<file path="src/rtl/array_accum_pkg.sv">
// array_accum_pkg
//   Shared constants and types for the array_accum dot-product accumulator.
//   W_DEF / N_DEF     : default lane data width and lane count
//   ACC_GUARD         : guard bits the accumulator carries above W
//   ACC_W_DEF         : default accumulator width (W + guard)
//   state_t           : control FSM states
//   tree_w()          : output width of the pipelined adder tree
package array_accum_pkg;

    localparam int W_DEF     = 45;
    localparam int N_DEF     = 4;
    localparam int ACC_GUARD = 3;
    localparam int ACC_W_DEF = W_DEF + ACC_GUARD;

    typedef enum logic [1:0] {
        ACCUM = 2'd0,   // accepting beats
        DRAIN = 2'd1,   // last beat travelling through the adder tree
        HOLD  = 2'd2    // completed result presented downstream
    } state_t;

    // Each tree level adds one bit of growth; lanes must be a power of two >= 4.
    function automatic int tree_w(input int w, input int lanes);
        return w + $clog2(lanes);
    endfunction

endpackage

</file>
<file path="src/rtl/array_accum_if.sv">
// array_accum_if
//   Handshake bundle between the array multiplier, the accumulator and the
//   downstream consumer. The products side matches the multiplier's result
//   bus so the two stages connect directly.
//   master : drives in_valid, in_last, products, out_ready
//   slave  : drives in_ready, out_valid, out_sum, out_sat (the accumulator)
interface array_accum_if
    import array_accum_pkg::*;
#(
    parameter int n = N_DEF,
    parameter int W = W_DEF
);

    logic                in_valid;
    logic                in_last;
    logic [n-1:0][W-1:0] products;
    logic                in_ready;
    logic                out_valid;
    logic                out_ready;
    logic [W-1:0]        out_sum;
    logic                out_sat;

    modport master (
        output in_valid, in_last, products, out_ready,
        input  in_ready, out_valid, out_sum, out_sat
    );

    modport slave (
        input  in_valid, in_last, products, out_ready,
        output in_ready, out_valid, out_sum, out_sat
    );

endinterface

</file>
<file path="src/rtl/array_accum_add_tree_pipe.sv">
// add_tree_pipe
//   Two-stage registered adder tree reducing n signed lanes to one sum.
//   Stage 1 adds lane pairs at W+1 bits; stage 2 adds the pair sums.
//   Ports:
//     clk, rst, en : clock, sync active-high reset, global enable (freeze)
//     vld_p0       : beat accepted this cycle
//     last_p0      : accepted beat closes the dot product
//     products     : n lanes of W-bit signed products
//     vld_p2       : sum_p2 holds a beat sum
//     last_p2      : that beat was the last of its dot product
//     sum_p2       : TW-bit signed beat sum
module add_tree_pipe
    import array_accum_pkg::*;
#(
    parameter int n  = N_DEF,
    parameter int W  = W_DEF,
    parameter int TW = tree_w(W, n)
)(
    input  logic                  clk,
    input  logic                  rst,
    input  logic                  en,
    input  logic                  vld_p0,
    input  logic                  last_p0,
    input  logic [n-1:0][W-1:0]   products,
    output logic                  vld_p2,
    output logic                  last_p2,
    output logic signed [TW-1:0]  sum_p2
);

    localparam int PAIRS = n / 2;

    logic signed [W:0]    pair_sum [PAIRS];
    logic signed [W:0]    sum_p1   [PAIRS];
    logic                 vld_p1;
    logic                 last_p1;
    logic signed [TW-1:0] tot;

    always_comb begin
        for (int i = 0; i < PAIRS; i++) begin
            pair_sum[i] = {products[2*i][W-1], products[2*i]}
                        + {products[2*i+1][W-1], products[2*i+1]};
        end
    end

    always_comb begin
        tot = '0;
        for (int i = 0; i < PAIRS; i++) begin
            tot = tot + TW'(sum_p1[i]);
        end
    end

    // stage 0 -> stage 1: lane pair sums
    always_ff @(posedge clk) begin
        if (rst) begin
            vld_p1  <= 1'b0;
            last_p1 <= 1'b0;
            for (int i = 0; i < PAIRS; i++) begin
                sum_p1[i] <= '0;
            end
        end else if (en) begin
            vld_p1  <= vld_p0;
            last_p1 <= vld_p0 & last_p0;
            for (int i = 0; i < PAIRS; i++) begin
                sum_p1[i] <= pair_sum[i];
            end
        end
    end

    // stage 1 -> stage 2: full beat sum
    always_ff @(posedge clk) begin
        if (rst) begin
            vld_p2  <= 1'b0;
            last_p2 <= 1'b0;
            sum_p2  <= '0;
        end else if (en) begin
            vld_p2  <= vld_p1;
            last_p2 <= last_p1;
            sum_p2  <= tot;
        end
    end

endmodule

</file>
<file path="src/rtl/array_accum.sv">
// array_accum
//   Accumulates beats of n lane products into a saturated signed dot product.
//   Beats flow through a 2-stage adder tree into a W+3 bit accumulator; the
//   result is held until the consumer takes it.
//   Ports:
//     clk  : clock
//     rst  : synchronous active-high reset
//     en   : global enable; low freezes all state and blocks handshakes
//     bus  : slave side of array_accum_if (beats in, result out)
module array_accum
    import array_accum_pkg::*;
#(
    parameter int n = N_DEF,
    parameter int W = W_DEF
)(
    input  logic          clk,
    input  logic          rst,
    input  logic          en,
    array_accum_if.slave  bus
);

    localparam int TW    = tree_w(W, n);
    localparam int ACC_W = W + ACC_GUARD;
    localparam int ACC_X = ACC_W + 1;

    state_t                  state;
    state_t                  state_next;
    logic                    take;
    logic                    vld_p2;
    logic                    last_p2;
    logic signed [TW-1:0]    sum_p2;
    logic signed [ACC_W-1:0] acc;
    logic signed [ACC_X-1:0] acc_sum;
    logic                    acc_ovf;
    logic                    first;
    logic                    sticky;

    // Clamp a one-bit-wide accumulator sum back into the accumulator range.
    function automatic logic signed [ACC_W-1:0] sat_acc(input logic signed [ACC_X-1:0] v);
        if (v[ACC_X-1] != v[ACC_W-1]) begin
            return v[ACC_X-1] ? {1'b1, {(ACC_W-1){1'b0}}} : {1'b0, {(ACC_W-1){1'b1}}};
        end
        return v[ACC_W-1:0];
    endfunction

    // True when the accumulator is representable in W signed bits.
    function automatic logic fits_w(input logic signed [ACC_W-1:0] v);
        return (v[ACC_W-1:W-1] == '0) || (&v[ACC_W-1:W-1]);
    endfunction

    function automatic logic [W-1:0] sat_out(input logic signed [ACC_W-1:0] v);
        if (fits_w(v)) begin
            return v[W-1:0];
        end
        return v[ACC_W-1] ? {1'b1, {(W-1){1'b0}}} : {1'b0, {(W-1){1'b1}}};
    endfunction

    assign take = en & bus.in_valid & bus.in_ready;

    add_tree_pipe #(
        .n  (n),
        .W  (W),
        .TW (TW)
    ) u_tree (
        .clk      (clk),
        .rst      (rst),
        .en       (en),
        .vld_p0   (take),
        .last_p0  (bus.in_last),
        .products (bus.products),
        .vld_p2   (vld_p2),
        .last_p2  (last_p2),
        .sum_p2   (sum_p2)
    );

    assign acc_sum = ACC_X'(acc) + ACC_X'(sum_p2);
    assign acc_ovf = acc_sum[ACC_X-1] ^ acc_sum[ACC_W-1];

    // stage 2 -> accumulator; the first beat of a product overwrites rather
    // than adds, so no separate clear cycle is needed between products.
    always_ff @(posedge clk) begin
        if (rst) begin
            acc    <= '0;
            first  <= 1'b1;
            sticky <= 1'b0;
        end else if (en && vld_p2) begin
            if (first) begin
                acc    <= ACC_W'(sum_p2);
                sticky <= 1'b0;
            end else begin
                acc    <= sat_acc(acc_sum);
                sticky <= sticky | acc_ovf;
            end
            first <= last_p2;
        end
    end

    always_ff @(posedge clk) begin
        if (rst) begin
            state <= ACCUM;
        end else if (en) begin
            state <= state_next;
        end
    end

    // The ACCUM exit needs no en term: state only advances when en is high,
    // and in_ready is high throughout ACCUM, so in_valid marks an acceptance.
    always_comb begin
        state_next    = state;
        bus.in_ready  = 1'b0;
        bus.out_valid = 1'b0;
        bus.out_sat   = 1'b0;
        bus.out_sum   = sat_out(acc);
        case (state)
            ACCUM: begin
                bus.in_ready = 1'b1;
                if (bus.in_valid && bus.in_last) begin
                    state_next = DRAIN;
                end
            end
            DRAIN: begin
                if (vld_p2 && last_p2) begin
                    state_next = HOLD;
                end
            end
            HOLD: begin
                bus.out_valid = 1'b1;
                bus.out_sat   = sticky | ~fits_w(acc);
                if (bus.out_ready) begin
                    state_next = ACCUM;
                end
            end
            default: state_next = ACCUM;
        endcase
    end

endmodule

</file>
<file path="src/flat_wrapper.sv">
// flat-port wrapper written by rule: the top's interface ports become plain ports
module array_accum_flat import array_accum_pkg::*;
#(
    parameter int n = N_DEF,
    parameter int W = W_DEF
)
  (clk, rst, en, bus_in_valid, bus_in_last, bus_products, bus_out_ready, bus_in_ready, bus_out_valid, bus_out_sum, bus_out_sat);
  array_accum_if #(.n(n), .W(W)) bus_i ();
  input  logic clk;
  input  logic rst;
  input  logic en;
  input wire logic [$bits(bus_i.in_valid)-1:0] bus_in_valid;
  input wire logic [$bits(bus_i.in_last)-1:0] bus_in_last;
  input wire logic [$bits(bus_i.products)-1:0] bus_products;
  input wire logic [$bits(bus_i.out_ready)-1:0] bus_out_ready;
  output wire logic [$bits(bus_i.in_ready)-1:0] bus_in_ready;
  output wire logic [$bits(bus_i.out_valid)-1:0] bus_out_valid;
  output wire logic [$bits(bus_i.out_sum)-1:0] bus_out_sum;
  output wire logic [$bits(bus_i.out_sat)-1:0] bus_out_sat;
  assign bus_i.in_valid = bus_in_valid;
  assign bus_i.in_last = bus_in_last;
  assign bus_i.products = bus_products;
  assign bus_i.out_ready = bus_out_ready;
  assign bus_in_ready = bus_i.in_ready;
  assign bus_out_valid = bus_i.out_valid;
  assign bus_out_sum = bus_i.out_sum;
  assign bus_out_sat = bus_i.out_sat;
  array_accum #(.n(n), .W(W)) u_core (.clk(clk), .rst(rst), .en(en), .bus(bus_i));
endmodule
</file>
<file path="config.mk">
export PLATFORM = sky130hd
export DESIGN_NAME = array_accum_flat
export DESIGN_NICKNAME = d
export VERILOG_FILES = /design/src/rtl/array_accum_pkg.sv /design/src/rtl/array_accum_if.sv /design/src/rtl/array_accum_add_tree_pipe.sv /design/src/rtl/array_accum.sv /design/src/flat_wrapper.sv
export SDC_FILE = /design/constraint.sdc
export NUM_CORES = 1
export LEC_CHECK = 0
export BUFFER_PORTS_ARGS = -buffer_cell sky130_fd_sc_hd__buf_2
export CAP_MARGIN = 30
export CORE_MARGIN = 2
export CORE_UTILIZATION = 45
export CTS_CLUSTER_DIAMETER = 120
export CTS_CLUSTER_SIZE = 40
export DETAILED_ROUTE_END_ITERATION = 7
export GPL_ROUTABILITY_DRIVEN = 1
export HOLD_SLACK_MARGIN = 0.03
export PLACE_DENSITY = 0.71
export REMOVE_ABC_BUFFERS = 1
export SYNTH_ARGS = -nofsm -noshare
export SYNTH_HDL_FRONTEND = slang
export SYNTH_SLANG_ARGS = --single-unit
</file>
<file path="constraint.sdc">
create_clock -name clk -period 3.1 [get_ports clk]
set_clock_uncertainty 0.2 [all_clocks]
set_input_delay 0.31 -clock clk [delete_from_list [all_inputs] [get_ports clk]]
set_output_delay 0.31 -clock clk [all_outputs]
set_load 0.02 [all_outputs]
</file>
==> impl_metrics.yaml <==
run_status:
  status: "finished, violations left"
  failed_checks: "negative setup slack"
finish:
  instances_no_fill: 3208
  final.fill_count: 3392
  layout-drive-gt1-share: 0.3093
  area.growth.synth_to_final_pct: 35.53
  nNetsFinal: 3051
  seq_area_sq_um: 4842
  diodes: 0
  multi_input_area_sq_um: 12960
  fin_area_sq_um: 23680
timing:
  setup_slack_ns: -0.2935
  hold_viol: 0
  worstMarginPinSlew_ns: 0.8393
  slew-limit-headroom: 0.4384
  setup_violations: 51
  drv_slew: 0
  grt_setup_unrepaired: "yes"
  fin_crit_sh: 1.095
  min_period_ns: 3.393
  max_freq_mhz: 294.7
floorplan:
  die_area_sq_um: 40420
  die_h_um: 201.0
  die_x_um: 201.0
  core_sq_um: 38470
  start_util: 0.4542
  fp-row-count: 72
  io-pin-count: 234
logic_synthesis:
  syn_area_sq_um: 17470
  yosys.area_share.simple: 0.1700
  synthAdderAreaFrac: 0.1375
  yosysUniqueCellTypes: 80
  avgSynthCellArea_sq_um: 8.225
  yosys_warnings: 0
  synthCells: 2124
  ys_ff_latch: 195
  synth.area.mux_share: 0.01819
  synth_xor_area_frac: 0.07169
  synth.area.top_cells: "edfxtp_1 (16%), ha_1 (13%), dfxtp_1 (12%), a21o_1 (6.9%), a21oi_1 (6.0%)"
  synth_compound_area_frac: 0.2913
  seq_area_frac_synth: 0.2762
  synth_edf_count: 92
  yosysTopAreaCell: "edfxtp_1"
  synth_ff_type: "dfxtp_1"
  synth_top_area_frac: 0.1581
  synth_top_family_by_area: "compound AO/OA/AOI/OAI gates"
  synth-async-reset-ratio: 0
placed_design:
  io_buffers: 233
  placed_cells: 3134
  gp_congestion: 0.9412
  dp.final_hpwl_um: 42890
  place_area_sq_um: 21720
  pre_cts_ws_ns: -0.5143
detailed_routing:
  routed_wl_um: 56020
  drtAntennaViolNets: 0
  wl_met1_um: 26130
  dr.pass1.iters: 6
  drc: 0
  vias: 18104
  wl_per_cell_um: 17.46
  wl_met2_um: 25650
  wl_met3_um: 2992
  dr.max_layer_used: "met4"
  drtIter0Drc: 1077
  vias_per_cell: 5.643
worst_setup_path:
  r2r_end: "u_core.acc[23]$_SDFFE_PP0P_"
  end_kind: "flop"
  r2r_cells: 11
  path_max_fanout: 6
  required_ns: 3.25
  worst_setup_path_start_kind: "flop"
  r2r_start: "u_core.u_tree.sum_p2[23]$_SDFFE_PP0P_"
  rrSetupSlack_ns: -0.29
  crit_arrival_ns: 3.54
  crit_type: "reg2reg"
worst_hold_path:
  whs_path_depth: 3
  min_to: "u_core.u_tree.sum_p1[0][0]$_SDFFCE_PN0P_"
  min_path_type: "in2reg"
  worstHoldStart: "bus_products[45]"
global_route:
  grt_pass1_wl_um: 89780
  grt_pass1_vias: 17632
  gr-total-overflow: 0
  antenna_found_initial: 0
  track_usage: 0.2719
  grt_max_degree: 53
clock_tree:
  clockBufferDepth: 2
  clk_latency_ns: 0.46
  clk_pin_slew_ns: 0.07
  htree_levels: 4
  root_buffer: "clkbuf_16"
  cts_tree: "done"
  cts_buffers: 17
  cts_sinks: 195
power_and_ir_drop:
  vdd.ir_drop.worst_mv: 0.2854
  power.leakage_nw: 11.34
  powerDensity_nw_per_um2: 383.1
flow_run:
  maxCapViolations: 0
state kept, by name, summed over array words and instances, names as in the netlist:
signal	count
u_core.first	1
u_core.u_tree.sum_p1	92
u_core.u_tree.last_p1	1
u_core.state	2
u_core.u_tree.sum_p2	47
u_core.u_tree.vld_p2	1
u_core.acc	48
u_core.sticky	1
u_core.u_tree.vld_p1	1
u_core.u_tree.last_p2	1
worst max path at each step:
stage	from	end	slack (ns)	cells after the start
2_1_floorplan	u_core.acc[0]$_SDFFE_PP0P_	u_core.acc[2]$_SDFFE_PP0P_	-0.41	13
3_3_place_gp	bus_products[0]	u_core.u_tree.sum_p1[0][44]$_SDFFCE_PN0P_	-0.46	13
3_5_place_dp	bus_products[90]	u_core.u_tree.sum_p1[0][90]$_SDFFCE_PN0P_	-0.51	14
4_1_cts	u_core.u_tree.sum_p2[0]$_SDFFE_PP0P_	u_core.acc[23]$_SDFFE_PP0P_	-0.33	13
5_1_grt	u_core.u_tree.sum_p2[0]$_SDFFE_PP0P_	u_core.acc[23]$_SDFFE_PP0P_	-0.36	13
6_report	u_core.u_tree.sum_p2[23]$_SDFFE_PP0P_	u_core.acc[23]$_SDFFE_PP0P_	-0.29	11
layout make-up:
type / count / area share
Clock buffer: 26 / 0.02114
Clock inverter: 6 / 0.001955
Inverter: 52 / 0.008296
Multi-Input combinational cell: 1774 / 0.5472
Sequential cell: 195 / 0.2045
Tap cell: 518 / 0.02737
Timing Repair Buffer: 637 / 0.1895
routing by layer:
metal	vias up	global-route usage
met5	-	0
met4	0	0.08571
met3	77	0.03133
met2	532	0.4471
met1	8461	0.3733
li1	9034	-
placed cells by master (no fill, tap or decap), types with 27 or more instances in the layout:
master      n
buf_4     362
buf_2     233
nor2_1    194
a21oi_1   186
ha_1      164
a21o_1    161
nand2_1   150
o21ai_0   116
edfxtp_1   92
dfxtp_1    91
xnor2_1    71
xor2_1     69
nand3_1    66
inv_1      51
nor3_1     39
o21ai_1    35
nand4_1    33
o211ai_1   28
mux2i_1    27
synthesized netlist by cell type, types with 5 or more instances:
master / n
a32o_1: 7
buf_2: 5
nor2_1: 202
a221o_1: 5
a211oi_1: 45
inv_1: 52
clkbuf_1: 84
nand2_1: 154
edfxtp_1: 92
o211ai_1: 28
ha_1: 184
buf_1: 10
a31oi_1: 22
xor2_1: 69
and2_1: 18
a41oi_1: 5
nand4_1: 33
a21o_1: 161
a221oi_1: 16
nor2b_1: 14
o31a_1: 5
mux2i_1: 28
o21ai_0: 147
a21oi_1: 210
o21a_1: 26
nor4_1: 6
nand2b_1: 25
nor3b_1: 9
nor3_1: 41
a311oi_1: 7
o21ai_1: 9
a21boi_0: 8
or3_1: 14
or2_2: 7
nand3_1: 67
xnor2_1: 74
and3_1: 22
dfxtp_1: 103
o31ai_1: 9
o21bai_1: 20
a211o_1: 8
logic make-up after synthesis:
| group | Yosys count |
|---|---|
| AOI/OAI and AO/OA | 780 |
| and+or+nand+nor | 630 |
| DFF | 195 |
| adders and majority gates | 190 |
| buffers and inverters | 156 |
| xor gates and xnor gates | 143 |
| muxes | 30 |
metrics by stage:
| step | utilization | TNS (ns) | total power [W] | hold WS, ns |
|---|---|---|---|---|
| after global routing | 0.6155 | -14.22 | 0.009588 | 0.1021 |
| after detailed placement | 0.5645 | -32.80 | 0.006627 | 0.2687 |
| final | 0.6155 | -9.085 | 0.009072 | 0.06394 |
| after global placement | 0.5645 | -25.48 | 0.006570 | 0.2554 |
| after CTS | 0.6010 | -10.95 | 0.008921 | 0.04472 |
| after floorplan | - | -48.26 | 0.005218 | 0.1791 |
power by group:
group,internal (W),switching (W),leakage [nW]
Combinational,0.00181,0.00200,9.24
Clock,0.00112,0.000990,0.269
Sequential,0.00297,0.000173,1.83
critical path, cell delays in order (launching register included):
cell,delay (ns)
dfxtp_2,0.35
ha_1,0.34
and3_2,0.28
o31ai_4,0.25
nor2_1,0.09
a211oi_2,0.33
o21ai_2,0.11
a31o_4,0.28
buf_6,0.12
mux2_4,0.37
a211o_1,0.32
a32o_1,0.25
repair_timing:
action	4_1_cts	5_1_grt
hold buffers	5	0
gates cloned	5	0
buffers inserted	20	14
pin swaps	50	77
hold endpoints to repair	6	0
setup endpoints to repair	74	129
gates resized for setup	120	108
No activity file was read; power rests on OpenSTA's default activity.
